$ cat config.mk
export PLATFORM = sky130hd
export DESIGN_NAME = serial_cascade_comparator
export DESIGN_NICKNAME = d
export VERILOG_FILES = /design/src/rtl/serial_cascade_comparator.sv
export SDC_FILE = /design/constraint.sdc
export NUM_CORES = 1
export LEC_CHECK = 0
export ABC_AREA = 1
export ABC_CLOCK_PERIOD_IN_PS = 2000
export BUFFER_PORTS_ARGS = -buffer_cell sky130_fd_sc_hd__buf_2
export CAP_MARGIN = 40
export CORE_ASPECT_RATIO = 1.1
export CORE_MARGIN = 4
export CORE_UTILIZATION = 35
export DETAILED_ROUTE_END_ITERATION = 12
export GPL_TIMING_DRIVEN = 0
export PLACE_DENSITY = 0.62
export SYNTH_ARGS = -nofsm -noshare
export SYNTH_HDL_FRONTEND = slang
export SYNTH_SLANG_ARGS = --single-unit
export TNS_END_PERCENT = 100
$ cat constraint.sdc
create_clock -name clk -period 2 [get_ports clk]
set_input_delay 0.4 -clock clk [delete_from_list [all_inputs] [get_ports clk]]
set_output_delay 0.4 -clock clk [all_outputs]
set_load 0.02 [all_outputs]
$ cat src/rtl/serial_cascade_comparator.sv
// Multi-cycle WIDTH-bit unsigned magnitude comparator, one 3-bit slice per clock.
// Optional build macro SERIAL_CMP_MSB_FIRST_EN: MSB-first walk with early termination.
module serial_cascade_comparator #(
   parameter int unsigned WIDTH = 12
) (
   input  logic             clk,
   input  logic             rst_n,
   input  logic             start,
   input  logic [WIDTH-1:0] a,
   input  logic [WIDTH-1:0] b,
   output logic             busy,
   output logic             done,
   output logic             lt,
   output logic             et,
   output logic             gt
);

   localparam int unsigned NSLICE = WIDTH / 3;
   localparam int unsigned IDX_W  = (NSLICE > 1) ? $clog2(NSLICE) : 1;
   localparam logic [IDX_W-1:0] LAST_IDX = IDX_W'(NSLICE - 1);

   // Cascade encoding is {l,e,g}
   localparam logic [2:0] CASC_LT = 3'b100;
   localparam logic [2:0] CASC_EQ = 3'b010;
   localparam logic [2:0] CASC_GT = 3'b001;

`ifdef SERIAL_CMP_MSB_FIRST_EN
   localparam logic [IDX_W-1:0] START_IDX = LAST_IDX;
`else
   localparam logic [IDX_W-1:0] START_IDX = '0;
`endif

   typedef enum logic {
      IDLE,
      RUN
   } state_t;

   state_t           state, state_nxt;
   logic [WIDTH-1:0] op_a, op_a_nxt;
   logic [WIDTH-1:0] op_b, op_b_nxt;
   logic [IDX_W-1:0] idx, idx_nxt;
   logic [2:0]       casc, casc_nxt;
   logic [2:0]       res, res_nxt;
   logic             busy_nxt, done_nxt;

   logic [2:0]       slice_a, slice_b;
   logic             slice_gt, slice_lt;
   logic [2:0]       casc_upd;
   logic             finish;

   // Select the slice currently addressed by idx
   always_comb begin
      slice_a = '0;
      slice_b = '0;
      for (int unsigned i = 0; i < NSLICE; i++) begin
         if (idx == IDX_W'(i)) begin
            slice_a = op_a[3*i +: 3];
            slice_b = op_b[3*i +: 3];
         end
      end
   end

   assign slice_gt = (slice_a > slice_b);
   assign slice_lt = (slice_a < slice_b);

   // An unequal slice overrides; an equal slice inherits the carried result
   always_comb begin
      casc_upd = casc;
      if (slice_gt)
         casc_upd = CASC_GT;
      else if (slice_lt)
         casc_upd = CASC_LT;
   end

`ifdef SERIAL_CMP_MSB_FIRST_EN
   // From the top down, the first unequal slice settles the answer
   assign finish = slice_gt || slice_lt || (idx == '0);
`else
   assign finish = (idx == LAST_IDX);
`endif

   // Next-state and next-output logic
   always_comb begin
      state_nxt = state;
      op_a_nxt  = op_a;
      op_b_nxt  = op_b;
      idx_nxt   = idx;
      casc_nxt  = casc;
      res_nxt   = res;
      busy_nxt  = busy;
      done_nxt  = 1'b0;

      case (state)
         IDLE: begin
            if (start) begin
               op_a_nxt  = a;
               op_b_nxt  = b;
               casc_nxt  = CASC_EQ;
               idx_nxt   = START_IDX;
               busy_nxt  = 1'b1;
               state_nxt = RUN;
            end
         end
         RUN: begin
            casc_nxt = casc_upd;
            if (finish) begin
               res_nxt   = casc_upd;
               done_nxt  = 1'b1;
               busy_nxt  = 1'b0;
               idx_nxt   = '0;
               state_nxt = IDLE;
            end else begin
`ifdef SERIAL_CMP_MSB_FIRST_EN
               idx_nxt = idx - IDX_W'(1);
`else
               idx_nxt = idx + IDX_W'(1);
`endif
            end
         end
         default: begin
            state_nxt = IDLE;
            busy_nxt  = 1'b0;
            idx_nxt   = '0;
         end
      endcase
   end

   // State and datapath registers
   always_ff @(posedge clk or negedge rst_n) begin
      if (!rst_n) begin
         state <= IDLE;
         op_a  <= '0;
         op_b  <= '0;
         idx   <= '0;
         casc  <= CASC_EQ;
         res   <= '0;
         busy  <= 1'b0;
         done  <= 1'b0;
      end else begin
         state <= state_nxt;
         op_a  <= op_a_nxt;
         op_b  <= op_b_nxt;
         idx   <= idx_nxt;
         casc  <= casc_nxt;
         res   <= res_nxt;
         busy  <= busy_nxt;
         done  <= done_nxt;
      end
   end

   assign lt = res[2];
   assign et = res[1];
   assign gt = res[0];

endmodule

==> summary.md <==
| Metric | Value |
|---|---|
| Total via count after detailed routing | `1214` |
| Clock-pin slew on the worst setup and hold paths | `0.07 ns` |
| Largest fanout on the critical path | `5` |
| Routed wire length | `3.676 mm` |
| Final worst path period need | `1.994 ns` |
| Portion of the post-synthesis area used by sequential elements | `50.36%` |
| Pin slew with the least headroom to its limit | `0.7858 ns` |
| Longest individual stage delay on the worst path | `0.41 ns` |
| Library cell with the highest instance count after synthesis | `sky130_fd_sc_hd__dfrtp_1` |
| Count of flip-flops with a built-in enable after synthesis | `0` |
| Largest net degree at the start of global routing | `36` |
| Setup ws final | `0.005649 ns` |
| Via count normalized by instance count | `4.687` |
| # fillers | `418` |
| PortBufs | `31` |
| Root buffer selected by CTS | `sky130_fd_sc_hd__clkbuf_8` |
| Mean post-synth cell area | `11.16 um2` |
| Unrepaired setup endpoints after global routing | `true` |
| Max-slew violations | `0` |
| Global-route wire length before repair | `5.865 mm` |
| Starting DRT DRC Count | `42` |
| Number of antenna violations at the first check in global routing | `0` |
| Gr ovfl total | `0` |
| Antenna diode count | `0` |
| Final weighted congestion in routability-driven placement | `0.7082` |
| Pwr Density | `2021 mW/mm2` |
| Crit path launch type | `register` |
| Post-layout nets | `236` |
| Dominant cell type by area after synthesis | `sky130_fd_sc_hd__dfrtp_1` |
| Die height | `81.99 um` |
| Endpoint type of the worst setup path | `register` |
| Clock network latency to the later pin of the worst-skew pair | `0.29 ns` |
| CP top delay family | `adder cells` |
| Ports | `32` |
| Clock sink count | `35` |
| Core ar. | `0.004717 mm2` |
| Number of CTS-inserted buffers | `5` |
| Pre-CTS setup slack | `-0.2299 ns` |
| HPWL Detailed | `2.454 mm` |
| Design Power | `4.632 mW` |
| Synthesis-to-finish area growth | `31.61%` |
| Post-Synthesis Net Count | `190` |
| Timing-limited maximum frequency | `501.4 MHz` |
| Footprint of the multi-input gates | `912.1 um2` |
| Std cell rows | `26` |
| Critical Path AT | `2.22 ns` |
| Cell count after synthesis | `156` |
| Sequence of cells on the critical path | `buf_4 > ha_4 > buf_6 > buf_4 > o21ai_1 > nand2_1 > ha_4 > nand3_1 > nor2_2 > nand2_2 > a21oi_2` |
| Classification of the worst-slack hold path | `input port to async pin` |
| Setup violations, final | `0` |
| Number of detailed-routing iterations run before antenna repair | `4` |
| Slowest cell on the critical path | `sky130_fd_sc_hd__dfrtp_1` |
| Die Outline Area | `0.006170 mm2` |
| Fraction of layout instances using a drive strength above 1 | `54.19%` |
| Leak pwr | `1.137 nW` |
| Clock tree from TritonCTS | `done` |
| Required time of the critical path | `2.23 ns` |
| Async set-reset flop share out of synthesis | `100.0%` |
| Final routed wire length divided by cell count | `14.19 um` |
| DRC | `0` |
| Buffering stage count on the worst path with inverters included | `3` |
| Flop and latch count out of synthesis | `35` |
| Max Cap Violations | `0` |
| Number of buffers on the longest clock path | `2` |
| Width of the chip | `75.26 um` |
| Starting Density | `36.92%` |
| Largest cells by area after synthesis | `sky130_fd_sc_hd__dfrtp_1 49%, sky130_fd_sc_hd__mux2_4 16%, sky130_fd_sc_hd__nand2_1 6.7%` |
| Aggregate global-route resource usage | `12.75%` |
| Result of the run | `finished clean` |
| Area used by sequential logic in the layout | `878.3 um2` |
| Final Hold Violating Endpoints | `0` |
| Share of the synthesized area in the top cell type | `48.85%` |
| Htree depth | `2` |
| Via count of the first global-routing pass | `1274` |
| Cell area after synthesis | `0.001742 mm2` |
| Number of warning messages in the yosys log | `0` |
| Maximum vdd drop | `0.0007686 V` |
| Commonest register cell after synthesis | `sky130_fd_sc_hd__dfrtp_1` |
| Worst setup skew after layout | `0.003581 ns` |
| Slack of the worst reg-to-reg path | `0.006 ns` |
| Critical path class | `register to register` |
| Share of the cycle needed by the critical path after routing | `99.72%` |
| Headroom to the max-slew limit | `47.62%` |
| Hold-fix buffers at CTS | `0` |
| Remaining antenna violation count after routing | `0` |
| Yosys cell types | `18` |
| Most frequent cells after synthesis | `34 x sky130_fd_sc_hd__dfrtp_1, 31 x sky130_fd_sc_hd__nand2_1, 19 x sky130_fd_sc_hd__mux2_4` |
-- cell type report --
type,instances,share of cell area [%]
Multi-Input combinational cell,104,39.79
Clock buffer,8,4.367
Sequential cell,35,38.32
Buffer,5,3.057
Timing Repair Buffer,39,9.443
Tap cell,56,3.057
Inverter,12,1.965
-- logic make-up (layout without fill, tap and decap cells) --
logic type                 count (synthesis)  after routing  share of synthesized area (%)
AOI/OAI and AO/OA                         24             24                          7.184
adders and majority gates                  7              7                          5.029
buffers and inverters                     17             64                          5.747
DFF                                       35             35                          50.36
muxes                                     24             24                          19.61
and+or+nand+nor                           49             49                          12.07
-- flip-flops by register name, indices dropped and copies added, names as in the netlist --
register	flops
done	1
op_a	12
busy	1
op_b	12
idx	2
casc	3
state	1
res	3
-- layer usage --
metal  global-route usage [%]  share of wire (%)  vias up
met4                    5.245                1.9        0
met5                        0                  0        -
met3                    3.550                4.5        6
met1                    16.74                 48      571
met2                    19.69                 46       22
li1                         -                  -      615
-- power by group --
group	internal [mW]	switching, mW	total [mW]
Sequential	1.08	0.226	1.31
Clock	0.314	0.247	0.561
Combinational	1.40	1.36	2.76
-- layout by cell type (no fill, tap or decap), types with 3 or more instances in the layout --
master                     instances
sky130_fd_sc_hd__clkbuf_8          7
sky130_fd_sc_hd__nand3_1           3
sky130_fd_sc_hd__inv_1             6
sky130_fd_sc_hd__nand2_1          23
sky130_fd_sc_hd__nand2_4           3
sky130_fd_sc_hd__dfrtp_1          33
sky130_fd_sc_hd__buf_2            32
sky130_fd_sc_hd__mux2_2            5
sky130_fd_sc_hd__inv_2             6
sky130_fd_sc_hd__nor2_1            6
sky130_fd_sc_hd__or2_2             3
sky130_fd_sc_hd__nand2_2           6
sky130_fd_sc_hd__buf_4             7
sky130_fd_sc_hd__mux2_4           19
sky130_fd_sc_hd__ha_4              6
sky130_fd_sc_hd__buf_6             3
sky130_fd_sc_hd__o21ai_1           6
sky130_fd_sc_hd__o21ai_0           3
sky130_fd_sc_hd__a21oi_1           7
sky130_fd_sc_hd__a21oi_2           4
-- worst paths after layout --
check | startpoint | end | cells after the start
min reg2reg | res[0] | res[0] | 2
max in group asynchronous | rst_n | idx[0] | 1
min in group clk | b[4] | op_b[4] | 2
max | idx[1] | casc[1] | 11
min | rst_n | idx[1] | 1
max reg2reg | idx[1] | casc[1] | 11
-- stage by stage --
step                TNS, ns  cell area (um2)  hold slack [ns]  util [%]  cells
floorplan                 0             1742           0.1044         -    156
global placement    -0.8844             1967           0.4599     41.70    243
detailed placement   -1.229             1967           0.4603     41.70    243
CTS                       0             2163           0.2201     45.86    253
global route        -0.5704             2292           0.2620     48.59    259
finish                    0             2292           0.1892     48.59    259
-- timing repair --
action                     4_1_cts  5_1_grt
setup buffers                    2        4
gates cloned                     0        2
gates resized for setup         24       25
setup endpoints to repair        6        6
pin swaps                        6       12
No activity file was read; power rests on OpenSTA's default activity.
